`src/rtl/iagc_pkg.sv`:
```
// Shared IAGC status encodings, bus width and UART command bytes.
// Used by the sequencer, dump_unit, sampler and UART mux.
package iagc_pkg;

    localparam int IAGC_STATUS_SIZE = 4;

    typedef enum logic [3:0] {
        ST_RESET     = 4'd0,
        ST_INIT      = 4'd1,
        ST_IDLE      = 4'd2,
        ST_SAMPLE    = 4'd3,
        ST_CMD_PARSE = 4'd4,
        ST_CMD_READ  = 4'd5,
        ST_CMD_ERROR = 4'd6,
        ST_DUMP_MEM  = 4'd7
    } iagc_status_e;

    localparam logic [7:0] CMD_SAMPLE = 8'h53;
    localparam logic [7:0] CMD_DUMP   = 8'h44;
    localparam logic [7:0] CMD_RESET  = 8'h52;

endpackage

```
`src/rtl/iagc_cycle_timer.sv`:
```
// Loadable saturating down-counter; done is high while the count is zero.
// Latency: load takes effect on the next edge; no backpressure.
module iagc_cycle_timer
    import iagc_pkg::*;
#(
    parameter int WIDTH = 20
) (
    input  logic             i_clock,
    input  logic             i_reset,
    input  logic             load,
    input  logic [WIDTH-1:0] load_val,
    output logic             done
);

    logic [WIDTH-1:0] count_q;

    always_ff @(posedge i_clock) begin
        if (i_reset) begin
            count_q <= '0;
        end else if (load) begin
            count_q <= load_val;
        end else if (count_q != '0) begin
            count_q <= count_q - 1'b1;
        end
    end

    assign done = (count_q == '0);

endmodule

```
`src/rtl/iagc_sequencer.sv`:
```
// Command sequencer: decodes UART command bytes and owns the IAGC status bus.
// Latency: command byte to target state in 3 edges; bytes outside IDLE are dropped (no backpressure).
module iagc_sequencer #(
    parameter int                   DATA_SIZE        = 8,
    parameter int                   IAGC_STATUS_SIZE = iagc_pkg::IAGC_STATUS_SIZE,
    parameter int                   INIT_CYCLES      = 16,
    parameter int                   ERROR_CYCLES     = 4,
    parameter int                   SAMPLE_TIMEOUT   = 1000000,
    parameter logic [DATA_SIZE-1:0] CMD_SAMPLE       = DATA_SIZE'(iagc_pkg::CMD_SAMPLE),
    parameter logic [DATA_SIZE-1:0] CMD_DUMP         = DATA_SIZE'(iagc_pkg::CMD_DUMP),
    parameter logic [DATA_SIZE-1:0] CMD_RESET        = DATA_SIZE'(iagc_pkg::CMD_RESET)
) (
    input  logic                        i_clock,
    input  logic                        i_reset,
    input  logic [DATA_SIZE-1:0]        i_rx_data,
    input  logic                        i_rx_valid,
    input  logic                        i_sample_done,
    input  logic                        i_dump_end,
    output logic [IAGC_STATUS_SIZE-1:0] o_iagc_status,
    output logic [DATA_SIZE-1:0]        o_cmd,
    output logic                        o_sample_start,
    output logic                        o_error,
    output logic                        o_rx_drop
);
    import iagc_pkg::*;

    localparam int TMR_MAX0  = (INIT_CYCLES > ERROR_CYCLES) ? INIT_CYCLES : ERROR_CYCLES;
    localparam int TMR_LIMIT = (SAMPLE_TIMEOUT > TMR_MAX0) ? SAMPLE_TIMEOUT : TMR_MAX0;
    localparam int TMR_W     = (TMR_LIMIT > 1) ? $clog2(TMR_LIMIT) : 1;

    iagc_status_e         state_q, state_d;
    logic [DATA_SIZE-1:0] cmd_q, cmd_d;
    logic                 start_q, start_d;
    logic                 drop_q, drop_d;
    logic                 tmr_load, tmr_done;
    logic [TMR_W-1:0]     tmr_val;
    logic                 rx_reset_cmd;

    iagc_cycle_timer #(.WIDTH(TMR_W)) u_timer (
        .i_clock  (i_clock),
        .i_reset  (i_reset),
        .load     (tmr_load),
        .load_val (tmr_val),
        .done     (tmr_done)
    );

    always_ff @(posedge i_clock) begin
        if (i_reset) begin
            state_q <= ST_RESET;
            cmd_q   <= '0;
            start_q <= 1'b0;
            drop_q  <= 1'b0;
        end else begin
            state_q <= state_d;
            cmd_q   <= cmd_d;
            start_q <= start_d;
            drop_q  <= drop_d;
        end
    end

    always_comb begin
        state_d      = state_q;
        cmd_d        = cmd_q;
        drop_d       = 1'b0;
        rx_reset_cmd = i_rx_valid && (i_rx_data == CMD_RESET);
        case (state_q)
            ST_RESET: begin
                drop_d  = i_rx_valid;
                state_d = ST_INIT;
            end
            ST_INIT: begin
                drop_d = i_rx_valid;
                if (tmr_done) state_d = ST_IDLE;
            end
            ST_IDLE: begin
                if (i_rx_valid) begin
                    cmd_d   = i_rx_data;
                    state_d = ST_CMD_READ;
                end
            end
            ST_CMD_READ: begin
                drop_d  = i_rx_valid;
                state_d = ST_CMD_PARSE;
            end
            ST_CMD_PARSE: begin
                drop_d = i_rx_valid;
                if (cmd_q == CMD_SAMPLE)     state_d = ST_SAMPLE;
                else if (cmd_q == CMD_DUMP)  state_d = ST_DUMP_MEM;
                else if (cmd_q == CMD_RESET) state_d = ST_RESET;
                else                         state_d = ST_CMD_ERROR;
            end
            // A soft-reset byte aborts the running operation instead of being dropped.
            ST_SAMPLE: begin
                if (rx_reset_cmd) begin
                    state_d = ST_RESET;
                end else begin
                    drop_d = i_rx_valid;
                    if (i_sample_done) state_d = ST_IDLE;
                    else if (tmr_done) state_d = ST_CMD_ERROR;
                end
            end
            ST_DUMP_MEM: begin
                if (rx_reset_cmd) begin
                    state_d = ST_RESET;
                end else begin
                    drop_d = i_rx_valid;
                    if (i_dump_end) state_d = ST_IDLE;
                end
            end
            ST_CMD_ERROR: begin
                drop_d = i_rx_valid;
                if (tmr_done) state_d = ST_IDLE;
            end
            default: state_d = ST_RESET;
        endcase

        start_d  = (state_d == ST_SAMPLE) && (state_q != ST_SAMPLE);
        tmr_load = (state_d != state_q);
        case (state_d)
            ST_INIT:      tmr_val = TMR_W'(INIT_CYCLES - 1);
            ST_CMD_ERROR: tmr_val = TMR_W'(ERROR_CYCLES - 1);
            ST_SAMPLE:    tmr_val = TMR_W'(SAMPLE_TIMEOUT - 1);
            default:      tmr_val = '0;
        endcase
    end

    assign o_iagc_status  = IAGC_STATUS_SIZE'(state_q);
    assign o_cmd          = cmd_q;
    assign o_sample_start = start_q;
    assign o_error        = (state_q == ST_CMD_ERROR);
    assign o_rx_drop      = drop_q;

endmodule

```
`config.mk`:
```
export PLATFORM = sky130hd
export DESIGN_NAME = iagc_sequencer
export DESIGN_NICKNAME = d
export VERILOG_FILES = /design/src/rtl/iagc_pkg.sv /design/src/rtl/iagc_cycle_timer.sv /design/src/rtl/iagc_sequencer.sv
export SDC_FILE = /design/constraint.sdc
export NUM_CORES = 1
export LEC_CHECK = 0
export ABC_AREA = 0
export ABC_CLOCK_PERIOD_IN_PS = 2800
export BUFFER_PORTS_ARGS = -buffer_cell sky130_fd_sc_hd__buf_2
export CELL_PAD_IN_SITES_DETAIL_PLACEMENT = 1
export CELL_PAD_IN_SITES_GLOBAL_PLACEMENT = 1
export CORE_UTILIZATION = 42
export CTS_CLUSTER_DIAMETER = 150
export CTS_CLUSTER_SIZE = 12
export DETAILED_ROUTE_END_ITERATION = 10
export PLACE_DENSITY_LB_ADDON = 0.1
export SLEW_MARGIN = 20
export SYNTH_ARGS = -nofsm -noshare
export SYNTH_HDL_FRONTEND = slang
export SYNTH_SLANG_ARGS = --single-unit
```
`constraint.sdc`:
```
create_clock -name i_clock -period 2.8 [get_ports i_clock]
set_input_delay 0.14 -clock i_clock [delete_from_list [all_inputs] [get_ports i_clock]]
set_output_delay 0.14 -clock i_clock [all_outputs]
set_load 0.05 [all_outputs]
```
==> results.ini <==
[pwr]
totalPowerFinal_mw = 1.20
p_int_mw = 0.824
p_sw_mw = 0.373
p_leak_nw = 0.870
p_clk_share_pct = 31.5
power_density_nw_per_um2 = 566
ir_drop_mv = 0.267
combinationalPowerShare_pct = 25.2
seqPwrFrac_pct = 43.2
p_sw_share_pct = 31.1

[floorplanning]
die_w_um = 67.4
die_area_um2 = 4540
coreArea_um2 = 4060
io_pins = 28
rows = 23
fp.dieH_um = 67.4
start_util_pct = 44.2

[timing]
slew-limit-headroom_pct = 58.0
max_freq_mhz = 374
hold_viol = 0
final-setup-viol-count = 0
timing.hold.ws_ps = 110
post-route-period-util_pct = 95.5
rsz0062_at_grt = no
fin_ws_ps = 125
slew_viol_final = 0
period_minus_slack_ps = 2670
skew_ps = 6.71
tns_ps = 0
worstMarginPinSlew_ps = 621

[clocking]
cts.sinks = 34
clk_pin_slew_ps = 70
clockBufferDepth = 2
numCtsBuffers = 5
tritoncts = done
insertion_delay_ps = 280
cts_root_buf = clkbuf_8
cts_setup_buffers = 0
htreeDepth = 2

[layout]
design.final.nets = 255
nFillCells = 513
antennaDiodeCount = 0
utilization_pct = 52.1
areaGrowthSynthToFinish_pct = 17.7
drive_above_1_share_pct = 24.9

[route]
vias = 1646
highest_layer = met4
wl_met2_um = 2180
wl_met3_um = 202
wl_per_cell_um = 16.7
ant_nets = 0
wl_met1_um = 2430
drc_errors = 0
routed_wl_um = 4860
drt_iter0_drc = 156
vias_per_cell = 5.66
firstDrtPassIters = 4

[synth]
ys_seq_area_share_pct = 37.9
synth_most_common_cell = dfxtp_1
synth_edf_count = 0
synth.top_cells.by_area = dfxtp_1 38%, nor2_1 6.1%, xnor2_1 5.9%, mux2i_1 4.5%, xor2_1 2.9%
netlist_area_um2 = 1800
yosysTopAreaCell = dfxtp_1
yosys_warnings = 0
synthTopCellsByCount = 34 x dfxtp_1, 29 x nor2_1, 12 x nand2_1, 12 x xnor2_1
postSynthCellCount = 207
yosys.cell_types.count = 53
synthesis.nets = 222
avgSynthCellArea_um2 = 8.67
synth_ff_type = dfxtp_1
ys_ff_latch = 34
synthDominantCellAreaShare_pct = 37.9
async_reset_ff_share_pct = 0

[critical_path]
path_buf_inv = 1
cp_top_family = simple AND/OR/NAND/NOR gates
crit_type = reg -> reg
critical-path-max-stage-delay_ps = 590
critPathRequiredTime_ps = 3010
critPathLaunch = u_timer.count_q[9]
worstPathCellList = or4_4 -> nor3_4 -> and4_1 -> buf_4 -> o21ai_0 -> nor3_1 -> nand3_1 -> o21ai_1
startpoint_type = register
critPathArrivalTime_ps = 2890
reg2regPathDepth = 8
path_depth = 8
slowest_stage = or4_4
endpoint_kind = register
rr_startpoint = u_timer.count_q[9]
path_max_fanout = 9

[job]
maxCapViolCount = 0

[global_routing]
grt_max_degree = 19
first_global_vias = 1603
grt_pass1_wl_um = 7960
grtUsageTotal_pct = 23.9
gr-total-overflow = 0
antenna_found_initial = 0

[place]
dp_hpwl_um = 3590
port-buffer-count = 27
dp_slack_ps = 112
gp_congestion = 0.889

[run_status]
status = finished, final reports clean

[min_path]
min_from = i_rx_data[6]
hp-class = in -> reg
hold_depth = 3

through the flow:
step | instances | instance area, um^2
global route | 291 | 2110
floorplan | 207 | 1800
CTS | 291 | 2100
global placement | 283 | 2010
detailed placement | 283 | 2010
finish | 291 | 2110
power groups by stage:
stage	Combinational, mW	Clock [mW]	Sequential, mW
floorplan	0.206	0	0.533
global placement	0.286	0	0.526
detailed placement	0.293	0	0.528
CTS	0.300	0.386	0.517
global route	0.332	0.408	0.519
finish	0.302	0.377	0.517
flip-flops by register name (all words and copies together), names as in the netlist:
register,cells
u_timer.count_q,20
o_sample_start,1
o_iagc_status,4
o_cmd,8
o_rx_drop,1
timing repair:
item,CTS,global route
endpoints found under the hold margin,0,0
hold buffers,0,0
endpoints found under the setup margin,0,15
gates resized for setup,0,2
routing by layer:
layer / up-vias / global-route usage, %
li1: 813 / -
met1: 793 / 33.7
met2: 35 / 35.8
met3: 5 / 5.24
met4: 0 / 7.45
met5: - / 0
layout by cell type, fill, tap and decap left out, types with 2 or more instances in the layout:
cell type / netlist / routed
o211a_1: 2 / 2
and3_1: 2 / 2
nand3_1: 6 / 6
xnor2_1: 12 / 12
nand2_1: 12 / 12
nor4bb_1: 2 / 2
and4_1: 2 / 2
nor4b_1: 3 / 3
nor2b_1: 2 / 2
buf_4: 0 / 9
clkbuf_8: 0 / 6
a211oi_1: 2 / 2
o21ai_1: 7 / 7
o21ai_0: 5 / 5
or4_1: 2 / 2
buf_2: 3 / 27
ha_1: 2 / 2
xor2_1: 6 / 6
nor4_1: 6 / 6
mux2i_1: 8 / 8
nor2_1: 29 / 29
dfxtp_2: 0 / 3
inv_1: 7 / 6
dfxtp_1: 34 / 31
nand2b_1: 3 / 3
nor3_1: 8 / 8
a21oi_1: 7 / 7
worst paths after layout:
path	slack, ps	endpoint
setup reg to reg	130	u_timer.count_q[18]
hold reg to reg	500	u_timer.count_q[8]
hold / removal	110	o_cmd[6]
setup / recovery	130	u_timer.count_q[18]
logic make-up after synthesis:
logic type,synth area share (%)
simple gates,26.8
compound gates,15.9
flops,37.9
xor+xnor,8.78
buf+inv,4.60
mux,4.46
fa+ha+maj,1.39
other cells,0.209
area by class of cell:
| cell class | instances | area [um^2] | share of cell area (%) |
|---|---|---|---|
| multi-input cells | 156 | 1040 | 49.3 |
| flip-flops and latches | 34 | 684 | 32.4 |
| clock inverters | 1 | 5.00 | 0.237 |
| inverters | 7 | 30.0 | 1.42 |
| repair buffers | 36 | 203 | 9.59 |
| well taps | 50 | 62.6 | 2.96 |
| clock buffers | 7 | 86.3 | 4.09 |
worst register-to-register path: cells and delay by family, from the launching register on:
family,cells,cell delay (ps)
buf+inv,1,180
flops,1,360
compound gates,2,320
simple gates,5,1740
No activity file was read; power rests on OpenSTA's default activity.
